**src/rtl/tl_pkg.sv**
```systemverilog
// ---------------------------------------------------------------------------
// tl_pkg
// Shared TileLink-UH definitions for the host arbiter slice:
//   - A-channel and D-channel opcode encodings
//   - beat geometry for the fixed 64-bit (8-byte) data path
//   - tl_beats(): number of data beats a message of a given size occupies
// ---------------------------------------------------------------------------
package tl_pkg;

    // A-channel opcodes used by the hosts.
    typedef enum logic [2:0] {
        GET     = 3'd0,
        PUTFULL = 3'd1,
        PUTPART = 3'd2
    } tl_a_op_e;

    // D-channel opcodes returned by the SRAM controller.
    typedef enum logic [2:0] {
        ACK     = 3'd0,
        ACKDATA = 3'd1
    } tl_d_op_e;

    // log2 of the beat size in bytes (64-bit data path).
    localparam logic [2:0] TL_BEAT_LOG2 = 3'd3;

    // Beats occupied by a data-carrying message of 2^size bytes.
    // Anything that fits in one 8-byte beat takes a single beat.
    function automatic logic [4:0] tl_beats(input logic [2:0] size);
        if (size <= TL_BEAT_LOG2) begin
            return 5'd1;
        end
        return 5'd1 << (size - TL_BEAT_LOG2);
    endfunction

endpackage

```
**src/rtl/tl_burst_cnt.sv**
```systemverilog
// ---------------------------------------------------------------------------
// tl_burst_cnt
// Loadable 4-bit down-counter tracking the remaining beats of a burst.
// Ports:
//   clk_i, rst_ni  clock, asynchronous active-low reset
//   i_load         load i_load_val (takes priority over i_dec)
//   i_load_val     beats remaining after the current beat
//   i_dec          one continuation beat accepted
//   o_busy         a burst is in progress (count != 0)
//   o_last         the next accepted continuation beat is the final one
// ---------------------------------------------------------------------------
module tl_burst_cnt (
    input  logic       clk_i,
    input  logic       rst_ni,
    input  logic       i_load,
    input  logic [3:0] i_load_val,
    input  logic       i_dec,
    output logic       o_busy,
    output logic       o_last
);

    logic [3:0] r_cnt;

    always_ff @(posedge clk_i or negedge rst_ni) begin
        if (!rst_ni) begin
            r_cnt <= 4'd0;
        end else if (i_load) begin
            r_cnt <= i_load_val;
        end else if (i_dec && (r_cnt != 4'd0)) begin
            r_cnt <= r_cnt - 4'd1;
        end
    end

    assign o_busy = (r_cnt != 4'd0);
    assign o_last = (r_cnt == 4'd1);

endmodule

```
**src/rtl/tl_host_arb2.sv**
```systemverilog
// ---------------------------------------------------------------------------
// tl_host_arb2
// Two-host TileLink-UH arbiter in front of the SRAM controller.
//   - Round-robin merge of both hosts' A channels onto one downstream A
//     channel; a multi-beat Put holds the grant until its last beat.
//   - The downstream source is {host index, host source}; D responses are
//     steered back by the top source bit and the tag is stripped.
//   - Each host may have at most MAX_OUTSTANDING transactions in flight.
//   - Fully combinational A and D paths; only arbitration and counting
//     state is registered.
// Ports:
//   clk_i, rst_ni                   clock, asynchronous active-low reset
//   h_a_*                           per-host A channels, packed {h1,h0}
//   h_d_valid / h_d_ready           per-host D handshake
//   h_d_* (other)                   D fields broadcast to both hosts
//   m_a_*                           merged downstream A channel
//   m_d_*                           downstream D channel
// ---------------------------------------------------------------------------
module tl_host_arb2 #(
    parameter int ADDR_WIDTH      = 32,
    parameter int DATA_WIDTH      = 64,
    parameter int SOURCE_WIDTH    = 4,
    parameter int MAX_OUTSTANDING = 2
) (
    input  logic                          clk_i,
    input  logic                          rst_ni,

    input  logic [1:0]                    h_a_valid,
    output logic [1:0]                    h_a_ready,
    input  logic [5:0]                    h_a_opcode,
    input  logic [5:0]                    h_a_param,
    input  logic [5:0]                    h_a_size,
    input  logic [2*(SOURCE_WIDTH-1)-1:0] h_a_source,
    input  logic [2*ADDR_WIDTH-1:0]       h_a_address,
    input  logic [2*DATA_WIDTH-1:0]       h_a_data,
    input  logic [2*(DATA_WIDTH/8)-1:0]   h_a_mask,

    output logic [1:0]                    h_d_valid,
    input  logic [1:0]                    h_d_ready,
    output logic [2:0]                    h_d_opcode,
    output logic [2:0]                    h_d_param,
    output logic [2:0]                    h_d_size,
    output logic [SOURCE_WIDTH-2:0]       h_d_source,
    output logic [DATA_WIDTH-1:0]         h_d_data,
    output logic                          h_d_corrupt,

    output logic                          m_a_valid,
    input  logic                          m_a_ready,
    output logic [2:0]                    m_a_opcode,
    output logic [2:0]                    m_a_param,
    output logic [2:0]                    m_a_size,
    output logic [SOURCE_WIDTH-1:0]       m_a_source,
    output logic [ADDR_WIDTH-1:0]         m_a_address,
    output logic [DATA_WIDTH-1:0]         m_a_data,
    output logic [DATA_WIDTH/8-1:0]       m_a_mask,

    input  logic                          m_d_valid,
    output logic                          m_d_ready,
    input  logic [2:0]                    m_d_opcode,
    input  logic [2:0]                    m_d_param,
    input  logic [2:0]                    m_d_size,
    input  logic [SOURCE_WIDTH-1:0]       m_d_source,
    input  logic [DATA_WIDTH-1:0]         m_d_data,
    input  logic                          m_d_corrupt
);

    import tl_pkg::*;

    localparam int         HSW     = SOURCE_WIDTH - 1;
    localparam int         MW      = DATA_WIDTH / 8;
    localparam logic [3:0] MAX_OUT = 4'(MAX_OUTSTANDING);

    // Registered arbitration / accounting state.
    logic             r_lock_host;
    logic             r_last_grant;
    logic [1:0][3:0]  r_out_cnt;

    // A-side wires.
    logic [1:0] w_elig;
    logic       w_lock;
    logic       w_a_last;
    logic       w_grant;
    logic       w_m_valid;
    logic       w_a_acc;
    logic       w_hdr_acc;
    logic       w_a_burst;
    logic [3:0] w_a_load_val;

    // D-side wires.
    logic       w_d_idx;
    logic       w_d_rdy;
    logic       w_d_acc;
    logic       w_d_busy;
    logic       w_d_cnt_last;
    logic       w_d_burst;
    logic       w_d_last;
    logic [3:0] w_d_load_val;

    logic [1:0] w_out_inc;
    logic [1:0] w_out_dec;

    // ------------------------------------------------------------------
    // A arbitration
    // ------------------------------------------------------------------
    assign w_elig[0] = h_a_valid[0] && (r_out_cnt[0] < MAX_OUT);
    assign w_elig[1] = h_a_valid[1] && (r_out_cnt[1] < MAX_OUT);

    // When neither host is eligible the grant still points somewhere so
    // the payload mux is defined; m_a_valid is 0 in that case.
    always_comb begin
        w_grant = ~r_last_grant;
        if (w_lock) begin
            w_grant = r_lock_host;
        end else if (w_elig == 2'b01) begin
            w_grant = 1'b0;
        end else if (w_elig == 2'b10) begin
            w_grant = 1'b1;
        end
    end

    // Continuation beats of a locked Put bypass the outstanding limit.
    assign w_m_valid = w_lock ? h_a_valid[w_grant] : w_elig[w_grant];

    assign m_a_valid   = w_m_valid;
    assign m_a_opcode  = w_grant ? h_a_opcode[5:3] : h_a_opcode[2:0];
    assign m_a_param   = w_grant ? h_a_param[5:3]  : h_a_param[2:0];
    assign m_a_size    = w_grant ? h_a_size[5:3]   : h_a_size[2:0];
    assign m_a_source  = {w_grant, (w_grant ? h_a_source[2*HSW-1:HSW]
                                            : h_a_source[HSW-1:0])};
    assign m_a_address = w_grant ? h_a_address[2*ADDR_WIDTH-1:ADDR_WIDTH]
                                 : h_a_address[ADDR_WIDTH-1:0];
    assign m_a_data    = w_grant ? h_a_data[2*DATA_WIDTH-1:DATA_WIDTH]
                                 : h_a_data[DATA_WIDTH-1:0];
    assign m_a_mask    = w_grant ? h_a_mask[2*MW-1:MW] : h_a_mask[MW-1:0];

    // Ready is only offered to the host whose beat is actually presented,
    // so a stalled (over-limit) or idle host never sees ready.
    assign h_a_ready = (w_m_valid && m_a_ready) ? (w_grant ? 2'b10 : 2'b01)
                                                : 2'b00;

    assign w_a_acc   = w_m_valid && m_a_ready;
    assign w_hdr_acc = w_a_acc && !w_lock;

    // Gets carry no data on A, so only multi-beat Puts hold the channel.
    assign w_a_burst    = ((m_a_opcode == PUTFULL) || (m_a_opcode == PUTPART))
                          && (m_a_size > TL_BEAT_LOG2);
    assign w_a_load_val = 4'(tl_beats(m_a_size) - 5'd1);

    tl_burst_cnt u_a_burst (
        .clk_i      (clk_i),
        .rst_ni     (rst_ni),
        .i_load     (w_hdr_acc && w_a_burst),
        .i_load_val (w_a_load_val),
        .i_dec      (w_a_acc && w_lock),
        .o_busy     (w_lock),
        .o_last     (w_a_last)
    );

    always_ff @(posedge clk_i or negedge rst_ni) begin
        if (!rst_ni) begin
            r_last_grant <= 1'b1;
            r_lock_host  <= 1'b0;
        end else if (w_hdr_acc) begin
            r_last_grant <= w_grant;
            if (w_a_burst) begin
                r_lock_host <= w_grant;
            end
        end
    end

    // ------------------------------------------------------------------
    // D routing
    // ------------------------------------------------------------------
    assign w_d_idx = m_d_source[SOURCE_WIDTH-1];
    assign w_d_rdy = h_d_ready[w_d_idx];
    assign w_d_acc = m_d_valid && w_d_rdy;

    assign h_d_valid   = m_d_valid ? (w_d_idx ? 2'b10 : 2'b01) : 2'b00;
    assign m_d_ready   = w_d_acc;
    assign h_d_opcode  = m_d_opcode;
    assign h_d_param   = m_d_param;
    assign h_d_size    = m_d_size;
    assign h_d_source  = m_d_source[SOURCE_WIDTH-2:0];
    assign h_d_data    = m_d_data;
    assign h_d_corrupt = m_d_corrupt;

    // First beat of a multi-beat AccessAckData loads the remaining count;
    // every response (corrupt or not) ends on exactly one last beat.
    assign w_d_burst    = (m_d_opcode == ACKDATA) && (m_d_size > TL_BEAT_LOG2);
    assign w_d_load_val = 4'(tl_beats(m_d_size) - 5'd1);
    assign w_d_last     = w_d_acc && (w_d_busy ? w_d_cnt_last : !w_d_burst);

    tl_burst_cnt u_d_burst (
        .clk_i      (clk_i),
        .rst_ni     (rst_ni),
        .i_load     (w_d_acc && !w_d_busy && w_d_burst),
        .i_load_val (w_d_load_val),
        .i_dec      (w_d_acc && w_d_busy),
        .o_busy     (w_d_busy),
        .o_last     (w_d_cnt_last)
    );

    // ------------------------------------------------------------------
    // Outstanding accounting
    // ------------------------------------------------------------------
    assign w_out_inc = w_hdr_acc ? (w_grant ? 2'b10 : 2'b01) : 2'b00;
    assign w_out_dec = w_d_last  ? (w_d_idx ? 2'b10 : 2'b01) : 2'b00;

    // A request and a final response on the same host cancel out.
    always_ff @(posedge clk_i or negedge rst_ni) begin
        if (!rst_ni) begin
            r_out_cnt <= '0;
        end else begin
            for (int i = 0; i < 2; i++) begin
                if (w_out_inc[i] && !w_out_dec[i]) begin
                    r_out_cnt[i] <= r_out_cnt[i] + 4'd1;
                end else if (w_out_dec[i] && !w_out_inc[i]) begin
                    r_out_cnt[i] <= r_out_cnt[i] - 4'd1;
                end
            end
        end
    end

    // w_a_last is implied by the lock dropping; kept for symmetry.
    logic w_unused;
    assign w_unused = w_a_last;

endmodule

```
**config.mk**
```make
export PLATFORM = sky130hd
export DESIGN_NAME = tl_host_arb2
export DESIGN_NICKNAME = d
export VERILOG_FILES = /design/src/rtl/tl_pkg.sv /design/src/rtl/tl_burst_cnt.sv /design/src/rtl/tl_host_arb2.sv
export SDC_FILE = /design/constraint.sdc
export NUM_CORES = 1
export LEC_CHECK = 0
export CORE_AREA = 4 4 201 203
export DETAILED_ROUTE_END_ITERATION = 16
export DIE_AREA = 0 0 205 207
export SLEW_MARGIN = 20
export SYNTH_ARGS = -nofsm -noshare
export SYNTH_HDL_FRONTEND = slang
export SYNTH_SLANG_ARGS = --single-unit
```
**constraint.sdc**
```tcl
create_clock -name clk_i -period 5.35 [get_ports clk_i]
set_input_delay 0.8025 -clock clk_i [delete_from_list [all_inputs] [get_ports clk_i]]
set_output_delay 0.8025 -clock clk_i [all_outputs]
set_load 0.02 [all_outputs]
```
==> metrics.txt <==
asr flop ratio synth 1.00; Final Cycle Share 0.852; Max transition margin 0.437; IO Port Bufs 375; DRT Wirelength 26700 um; f_max 0.220 GHz; total gr overflow 0; Avg Cell Area, Syn 5.74 um^2; ys flop type dfrtp_1; max-cap check violation count 0; placed inst area 0.00730 mm^2; Seq/Total Area, Yosys 0.132; dpl cells 1390; Worst setup EP type output port; CTS tree yes; Die X 205 um; DRC viols 0; Synth Warn # 0; Synth area leaders nand2_1 39%, buf_4 19%, dfrtp_1 12%, ha_1 4.4%, xnor2_1 2.6%; P_leak 3.25 nW; Critical Path AT 3.75 ns; Global Route Usage Sum 0.114; Synth Instances 597; fin area 0.00739 mm^2; DR pass1 iterations 7; non-filler instance count after layout 1395; fin nets 1209; routed vias/inst 3.42; CTS Root Cell clkbuf_16; largest net degree at the start of global routing 121; CTS buffer count 3; gpl congestion 0.845; row count 72; clock latency on the worst-skew pair 0.25 ns; mapped cell area 0.00343 mm^2; CTS Sinks 18; top cell type's share of synthesized area 0.393; Setup TNS 0 ns; Clock transition at path regs 0.05 ns; number of global-route vias before repair 4741; Worst-Margin Slew 0.842 ns; wire per inst 19.1 um; Yosys cell types 42; crit start category input pin; first-pass GRT wire length 35500 um; final-report hold violation count 0; clk buf depth 2; Synth area leader nand2_1; kind of critical path input pin to output port; RSZ-0062 raised after global routing no; Post-Syn Nets 929; Post-CTS Setup Repair Bufs 0; power per cell area 180 mW/mm^2; post-cts sizing count 0; overall die area 0.0424 mm^2; core area 0.0385 mm^2; Initial Utilization 0.0891; CTS HTree Levels 1; area delta synth->final 116%; fin crit period 4.56 ns; Crit path required time 4.55 ns; Max Slew Vio Count 0; Top Ports 518; final antenna-violating net count 0; CP max FO 48; post-layout util 0.192; via count 4771; initial antenna violation count 3; hpwl dp 23300 um; flops & latches, synth 18; Die H 207 um; layout cells sized above 1 0.0742; cts hold-fix bufs 0; Setup-failing EPs final 0; status complete, no violations; Tightest Hold Check Type flop to flop; WHS 0.477 ns; Post-synth EDFFs 0; Final Skew 0.00170 ns; Initial DRC Count 314; Peak supply drop 0.112 mV
state kept, by name, indices dropped and copies added, names as in the netlist:
name	flops
r_out_cnt	8
r_last_grant	1
u_d_burst.r_cnt	4
r_lock_host	1
u_a_burst.r_cnt	4
report_power, final:
group	internal, mW	leakage, nW	switching [mW]
combinational	0.480	2.98	0.415
sequential	0.199	0.216	0.0691
clock	0.114	0.0442	0.0547
total	0.793	3.25	0.538
metal layers:
layer / up-vias / wire [um] / GRT usage
met4: 6 / 265 / 0.0166
met1: 2111 / 10500 / 0.136
li1: 2332 / - / -
met3: 17 / 3260 / 0.0471
met2: 305 / 12600 / 0.197
met5: - / 83 / 0.0104
through the flow:
step	setup slack [ns]	total power, mW
2_1_floorplan	1.83	0.745
3_3_place_gp	0.818	1.16
3_5_place_dp	0.782	1.18
4_1_cts	0.783	1.36
5_1_grt	0.658	1.43
6_report	0.794	1.33
cells in the mapped netlist (3+ instances only):
library cell,number
o21ai_0,8
nand2_1,359
xnor2_1,10
mux2_2,3
mux2i_1,6
a21oi_1,8
inv_1,9
nor4b_1,3
buf_4,89
or3_1,4
nor2_1,14
dfrtp_1,17
buf_2,13
a21o_1,3
xor2_1,5
ha_1,12
layout by cell type (no fill, tap or decap), types with 9 or more instances in the layout:
master | netlist | layout
clkdlybuf4s50_1 | 0 | 327
dfrtp_1 | 17 | 17
nand2_1 | 359 | 359
ha_1 | 12 | 12
xnor2_1 | 10 | 10
inv_1 | 9 | 9
buf_4 | 89 | 28
nor2_1 | 14 | 14
buf_12 | 0 | 24
path summary, 6_finish.rpt:
check	end	slack (ns)	cells past startpoint	from
min reg2reg	r_last_grant	0.48	2	r_last_grant
max reg2reg	r_out_cnt[3]	1.74	14	r_out_cnt[6]
max	m_a_address[29]	0.79	9	h_a_valid[1]
min	r_last_grant	0.48	2	r_last_grant
min in group asynchronous	r_out_cnt[7]	1.03	1	rst_ni
max in group asynchronous	u_d_burst.r_cnt[0]	3.79	1	rst_ni
cell families after synthesis:
group	share of synthesized area
multiplexers	0.0274
flip-flops	0.132
AO/OA/AOI/OAI	0.0562
XOR/XNOR	0.0383
adder cells (fa/ha/maj)	0.0588
AND/OR/NAND/NOR	0.460
buffers and inverters	0.228
worst max-delay path, cell delays in order:
cell and delay, ns:
clkdlybuf4s50_1 0.49, or4b_1 0.46, maj3_2 0.35, o21a_4 0.23, inv_4 0.28, buf_12 0.26, nand2_1 0.08, nand2_1 0.10
clkdlybuf4s50_1 0.64
layout make-up:
class                   instances  area [um^2]
diodes                          1         2.50
clock buffers                   4         88.8
fillers                      4352        31100
inverters                      10         40.0
multi-input cells             465         2200
flip-flops and latches         18          452
well taps                     518          648
repair buffers                379         3960
(Power assumes the default switching activity.)
